File: src/rtl/uart_tx_scheduler.sv
// Round-robin message scheduler for a UART transmitter. It accepts one message at a time and
// emits its bytes (an optional header first) as single-cycle strobes spaced one full frame apart.
module uart_tx_scheduler #(
   parameter int CLK_FREQ_MHZ  = 100_000_000,
   parameter int BAUD_RATE     = 3_000_000,
   parameter int NUM_DATA_BITS = 8,
   parameter int PARITY_ON     = 1,
   parameter int NUM_STOP_BITS = 1,
   parameter int NUM_REQ       = 3,
   parameter int BYTES_PER_MSG = 4,
   parameter int HEADER_EN     = 1
) (
   input  logic                                            i_clk,
   input  logic                                            i_rst,
   input  logic [NUM_REQ-1:0]                              i_req_valid,
   input  logic [NUM_REQ*BYTES_PER_MSG*NUM_DATA_BITS-1:0]  i_req_data,
   output logic [NUM_REQ-1:0]                              o_req_ready,
   output logic                                            o_tx_byte_valid,
   output logic [NUM_DATA_BITS-1:0]                        o_tx_byte,
   output logic [((NUM_REQ > 1) ? $clog2(NUM_REQ) : 1)-1:0] o_grant_id,
   output logic                                            o_busy
);

   localparam int GW         = (NUM_REQ > 1) ? $clog2(NUM_REQ) : 1;
   localparam int MW         = BYTES_PER_MSG * NUM_DATA_BITS;
   localparam int BAUD_CYC   = int'(real'(CLK_FREQ_MHZ) / real'(BAUD_RATE));
   localparam int FRAME_BITS = 1 + NUM_DATA_BITS + PARITY_ON + NUM_STOP_BITS;
   localparam int GAP_CYC    = BAUD_CYC * FRAME_BITS + 2;
   localparam int MSG_LEN    = BYTES_PER_MSG + HEADER_EN;
   localparam int CW         = $clog2(GAP_CYC);
   localparam int IW         = $clog2(MSG_LEN + 1);

   typedef enum logic [1:0] {
      IDLE = 2'd0,
      SEND = 2'd1,
      WAIT = 2'd2
   } state_t;

   state_t                   state, state_nxt;
   logic [GW-1:0]            last_grant;
   logic [GW-1:0]            winner;
   logic                     win_vld;
   logic                     wait_done;
   logic [CW-1:0]            cnt;
   logic [IW-1:0]            idx;
   logic [MW-1:0]            msg_q;
   logic [NUM_DATA_BITS-1:0] byte_sel;

   // Search starts just after the previous winner and wraps; MSB of the result flags a hit.
   function automatic logic [GW:0] rr_pick(input logic [NUM_REQ-1:0] vld,
                                           input logic [GW-1:0]      last);
      logic [GW:0] res;
      int          j;
      res = '0;
      for (int i = 1; i <= NUM_REQ; i++) begin
         j = int'(last) + i;
         if (j >= NUM_REQ) j = j - NUM_REQ;
         if (!res[GW] && vld[j]) res = {1'b1, GW'(j)};
      end
      return res;
   endfunction

   function automatic logic [NUM_DATA_BITS-1:0] header_byte(input logic [GW-1:0] gid);
      logic [7:0] h;
      h = {4'hA, 4'(gid)};
      return NUM_DATA_BITS'(h);
   endfunction

   function automatic logic [NUM_DATA_BITS-1:0] msg_byte(input logic [MW-1:0] msg,
                                                         input logic [IW-1:0] i);
      int b;
      b = int'(i) - HEADER_EN;
      if (b < 0) b = 0;
      return msg[b*NUM_DATA_BITS +: NUM_DATA_BITS];
   endfunction

   always_comb begin
      {win_vld, winner} = rr_pick(i_req_valid, last_grant);
      o_req_ready       = '0;
      state_nxt         = state;
      wait_done         = (cnt == CW'(GAP_CYC - 2));
      byte_sel          = ((HEADER_EN != 0) && (idx == '0)) ? header_byte(o_grant_id)
                                                           : msg_byte(msg_q, idx);
      case (state)
         IDLE: begin
            if (win_vld) begin
               o_req_ready[winner] = 1'b1;
               state_nxt           = SEND;
            end
         end
         SEND: state_nxt = WAIT;
         WAIT: begin
            if (wait_done) state_nxt = (int'(idx) < MSG_LEN - 1) ? SEND : IDLE;
         end
         default: state_nxt = IDLE;
      endcase
   end

   always_ff @(posedge i_clk) begin
      if (i_rst) begin
         state           <= IDLE;
         o_tx_byte_valid <= 1'b0;
         o_tx_byte       <= '0;
         o_grant_id      <= '0;
         last_grant      <= GW'(NUM_REQ - 1);
         cnt             <= '0;
         idx             <= '0;
      end else begin
         state           <= state_nxt;
         o_tx_byte_valid <= 1'b0;
         case (state)
            IDLE: begin
               if (win_vld) begin
                  o_grant_id <= winner;
                  last_grant <= winner;
                  idx        <= '0;
               end
            end
            SEND: begin
               o_tx_byte_valid <= 1'b1;
               o_tx_byte       <= byte_sel;
               cnt             <= '0;
            end
            WAIT: begin
               cnt <= cnt + 1'b1;
               if (wait_done) idx <= idx + 1'b1;
            end
            default: begin
               o_tx_byte  <= '0;
               o_grant_id <= '0;
               last_grant <= GW'(NUM_REQ - 1);
               cnt        <= '0;
               idx        <= '0;
            end
         endcase
      end
   end

   // Message payload is pure data: captured on accept, never reset.
   always_ff @(posedge i_clk) begin
      if (state == IDLE && win_vld) msg_q <= i_req_data[winner*MW +: MW];
   end

   assign o_busy = (state == SEND) || (state == WAIT);

endmodule

File: config.mk
export PLATFORM = sky130hd
export DESIGN_NAME = uart_tx_scheduler
export DESIGN_NICKNAME = d
export VERILOG_FILES = /design/src/rtl/uart_tx_scheduler.sv
export SDC_FILE = /design/constraint.sdc
export NUM_CORES = 1
export LEC_CHECK = 0
export BUFFER_PORTS_ARGS = -buffer_cell sky130_fd_sc_hd__buf_2
export CAP_MARGIN = 20
export CORE_MARGIN = 2
export CORE_UTILIZATION = 50
export CTS_CLUSTER_SIZE = 25
export DETAILED_ROUTE_END_ITERATION = 7
export HOLD_SLACK_MARGIN = 0.02
export PLACE_DENSITY = 0.8
export SYNTH_ARGS = -nofsm -noshare
export SYNTH_HDL_FRONTEND = slang
export SYNTH_SLANG_ARGS = --single-unit
File: constraint.sdc
create_clock -name i_clk -period 4.9 [get_ports i_clk]
set_clock_uncertainty 0.15 [all_clocks]
set_input_delay 0.735 -clock i_clk [delete_from_list [all_inputs] [get_ports i_clk]]
set_output_delay 0.735 -clock i_clk [all_outputs]
set_load 0.01 [all_outputs]
==> reports/results.tsv <==
metric	value	unit
p_leak	1.79	nW
slowest_delay	0.55	ns
synth_area	0.00351	mm2
wl_met1	3.84	mm
whs_path_depth	2	
synth.top_cell.area_share	0.274	
final_cell_mix	buf_2 (115), nor2_1 (61), o21ai_0 (49), nand3_1 (36), a31oi_1 (33)	
cts.repair.resized	0	
cts_setup_buffers	0	
core	0.00679	mm2
pwr-share-comb	0.515	
maxCapViolCount	0	
relSlewSlack	0.391	
viasPerCell	5.61	
multi_input_area	0.00188	mm2
powerDensity	638	mW/mm2
area_delta_synth_final	23.5	%
syn-instance-count	405	
fillers	584	
row_count	30	
overflow	0	
power_frac_clock	0.157	
yosysSeqAreaShare	0.422	
regArea	0.00148	mm2
max_freq	251	MHz
critical_path.startpoint_type	register	
drt.antenna.violating_nets	0	
cp.required	4.01	ns
cp-end-kind	output port	
syn_avg_cell_area	8.67	um2
fin_nets	618	
r2r_cells	7	
insertion_delay	0.33	ns
layout-drive-gt1-share	0.300	
path_max_fanout	36	
cts_buffers	9	
grt_pass1_wl	14.0	mm
cpMostUsedCell	inv_1	
path_clk_slew	0.07	ns
gr-usage-all-layers	0.233	
drtIter0Drc	232	
ioPinCount	116	
cts_tree	yes	
detail_route.wirelength	8.93	mm
outcome	completed	
power	2.76	mW
power_frac_seq	0.328	
p_int	1.59	mW
cts_sinks	58	
peakVddDrop	0.000366	V
antenna_found_initial	0	
arrival	3.10	ns
antenna_cells	0	
grt_max_degree	37	
dieWidth	87.8	um
die_h	87.8	um
min_path_type	register to register	
dr_total_vias	3397	
crit_chain	inv_1, ha_1, inv_1, o221ai_1, o21a_1, buf_4, nand2_1, a31oi_1, buf_2	
p_sw	1.17	mW
dr.pass1.iters	5	
start_util	0.517	
cts_root_buffer	clkbuf_8	
routed-wl-met2	4.35	mm
synth_cell_types	49	
dr.max_layer_used	met4	
fin_crit	3.98	ns
wire_per_inst	14.7	um
critical_path_class	register to output port	
post-dp-hpwl	6.43	mm
ys_warn_count	0	
dr_wl_met3	662	um
finalCritPeriodShare	0.813	
gp_congestion	0.858	
cts_max_level	3	
layout_commonest_cell	buf_2	
worst_pin_slew	0.914	ns
drv_slew	0	
synthTopCellsByArea	edfxtp_1 (27%), dfxtp_1 (15%), o21ai_0 (7.1%)	
synth_nets	518	
clk_path_buf_depth	2	
setup_viol	0	
power.share.switching	0.425	
cpMaxStageDelayCell	ha_1	
grt_pass1_vias	2988	
tns	0	ns
die_area	0.00771	mm2
rsz0062_at_grt	false	
yosys_register_bits	58	
cts_hold_buf	0	
io_buffers	115	
drc	0	
hold_viol	0	
yosysTopAreaCell	edfxtp_1	
==> registers in the layout (all words and copies together), names as in the netlist <==
signal,flops
idx,3
msg_q,32
state,2
o_grant_id,2
last_grant,1
cnt,9
o_tx_byte_valid,1
o_tx_byte,8
==> cells by family after synthesis <==
kind of cell | count (synthesis) | share of synthesized area
buffers and inverters | 41 | 0.0471
and+or+nand+nor | 137 | 0.188
xor gates and xnor gates | 8 | 0.0200
muxes | 22 | 0.0660
AOI/OAI and AO/OA | 127 | 0.215
DFF | 58 | 0.422
adders and majority gates | 12 | 0.0428
==> power by group through the flow <==
| stage | clock network, mW | logic (mW) | registers, mW |
|---|---|---|---|
| floorplan | 0 | 1.05 | 0.899 |
| global placement | 0 | 1.39 | 0.911 |
| detailed placement | 0 | 1.42 | 0.915 |
| CTS | 0.440 | 1.43 | 0.907 |
| global route | 0.466 | 1.58 | 0.928 |
| finish | 0.433 | 1.42 | 0.906 |
==> metrics by stage <==
stage                util  cells  cell area, um2  hold slack (ns)  worst slack, ns
floorplan               -    405            3510            0.324             1.28
global placement    0.608    590            4130            0.283             1.33
detailed placement  0.608    590            4130            0.289             1.28
CTS                 0.638    606            4330            0.305            0.906
global route        0.638    606            4330            0.343            0.678
finish              0.638    606            4330            0.300            0.915
==> cell type report <==
cell class,count,area share
clock buffers,15,0.0456
clock inverters,1,0.00116
inverters,11,0.00953
multi-input cells,306,0.434
flip-flops and latches,58,0.342
well taps,96,0.0277
repair buffers,119,0.140
==> Yosys cell counts (all sizes together) <==
library cell	number
or3	1
o31a	1
nand2	13
ha	12
o21a	3
nand3	36
or2b	1
xor2	3
o311a	1
mux2i	13
nand2b	2
edfxtp	32
or4	2
nor3b	1
dfxtp	26
clkbuf	24
o22ai	1
or4b	2
a221oi	1
nor3	1
buf	6
a22oi	3
a21oi	18
inv	11
a21o	1
a211oi	8
and4	2
xnor2	5
o221ai	2
and3	2
or3b	2
mux2	9
a2bb2oi	1
nand3b	2
a31oi	33
nor2	61
or2	3
o32a	1
nor2b	5
o41ai	1
nand4	1
o21ai	51
a21bo	1
==> per-layer routing <==
| metal | vias to the layer above | global-route usage |
|---|---|---|
| li1 | 1686 | - |
| met1 | 1551 | 0.302 |
| met2 | 153 | 0.386 |
| met3 | 7 | 0.0471 |
| met4 | 0 | 0.0881 |
| met5 | - | 0 |
==> worst max-delay path: cells and delay by family (launching register included) <==
| family | cells | cell delay, ns |
|---|---|---|
| and+or+nand+nor | 1 | 0.17 |
| AOI/OAI and AO/OA | 3 | 0.67 |
| DFF | 1 | 0.46 |
| buffers and inverters | 4 | 0.90 |
| adders and majority gates | 1 | 0.55 |
==> final timing paths <==
path                              startpoint                   endpoint  slack (ns)
setup reg to reg  o_grant_id[0]$_SDFFE_PP0P_        msg_q[18]$_DFFE_PP_        1.68
hold reg to reg    o_tx_byte[2]$_SDFFE_PP0N_  o_tx_byte[2]$_SDFFE_PP0N_        0.30
setup / recovery  o_grant_id[0]$_SDFFE_PP0P_             o_req_ready[0]        0.92
hold / removal     o_tx_byte[2]$_SDFFE_PP0N_  o_tx_byte[2]$_SDFFE_PP0N_        0.30
(Power assumes the default switching activity.)
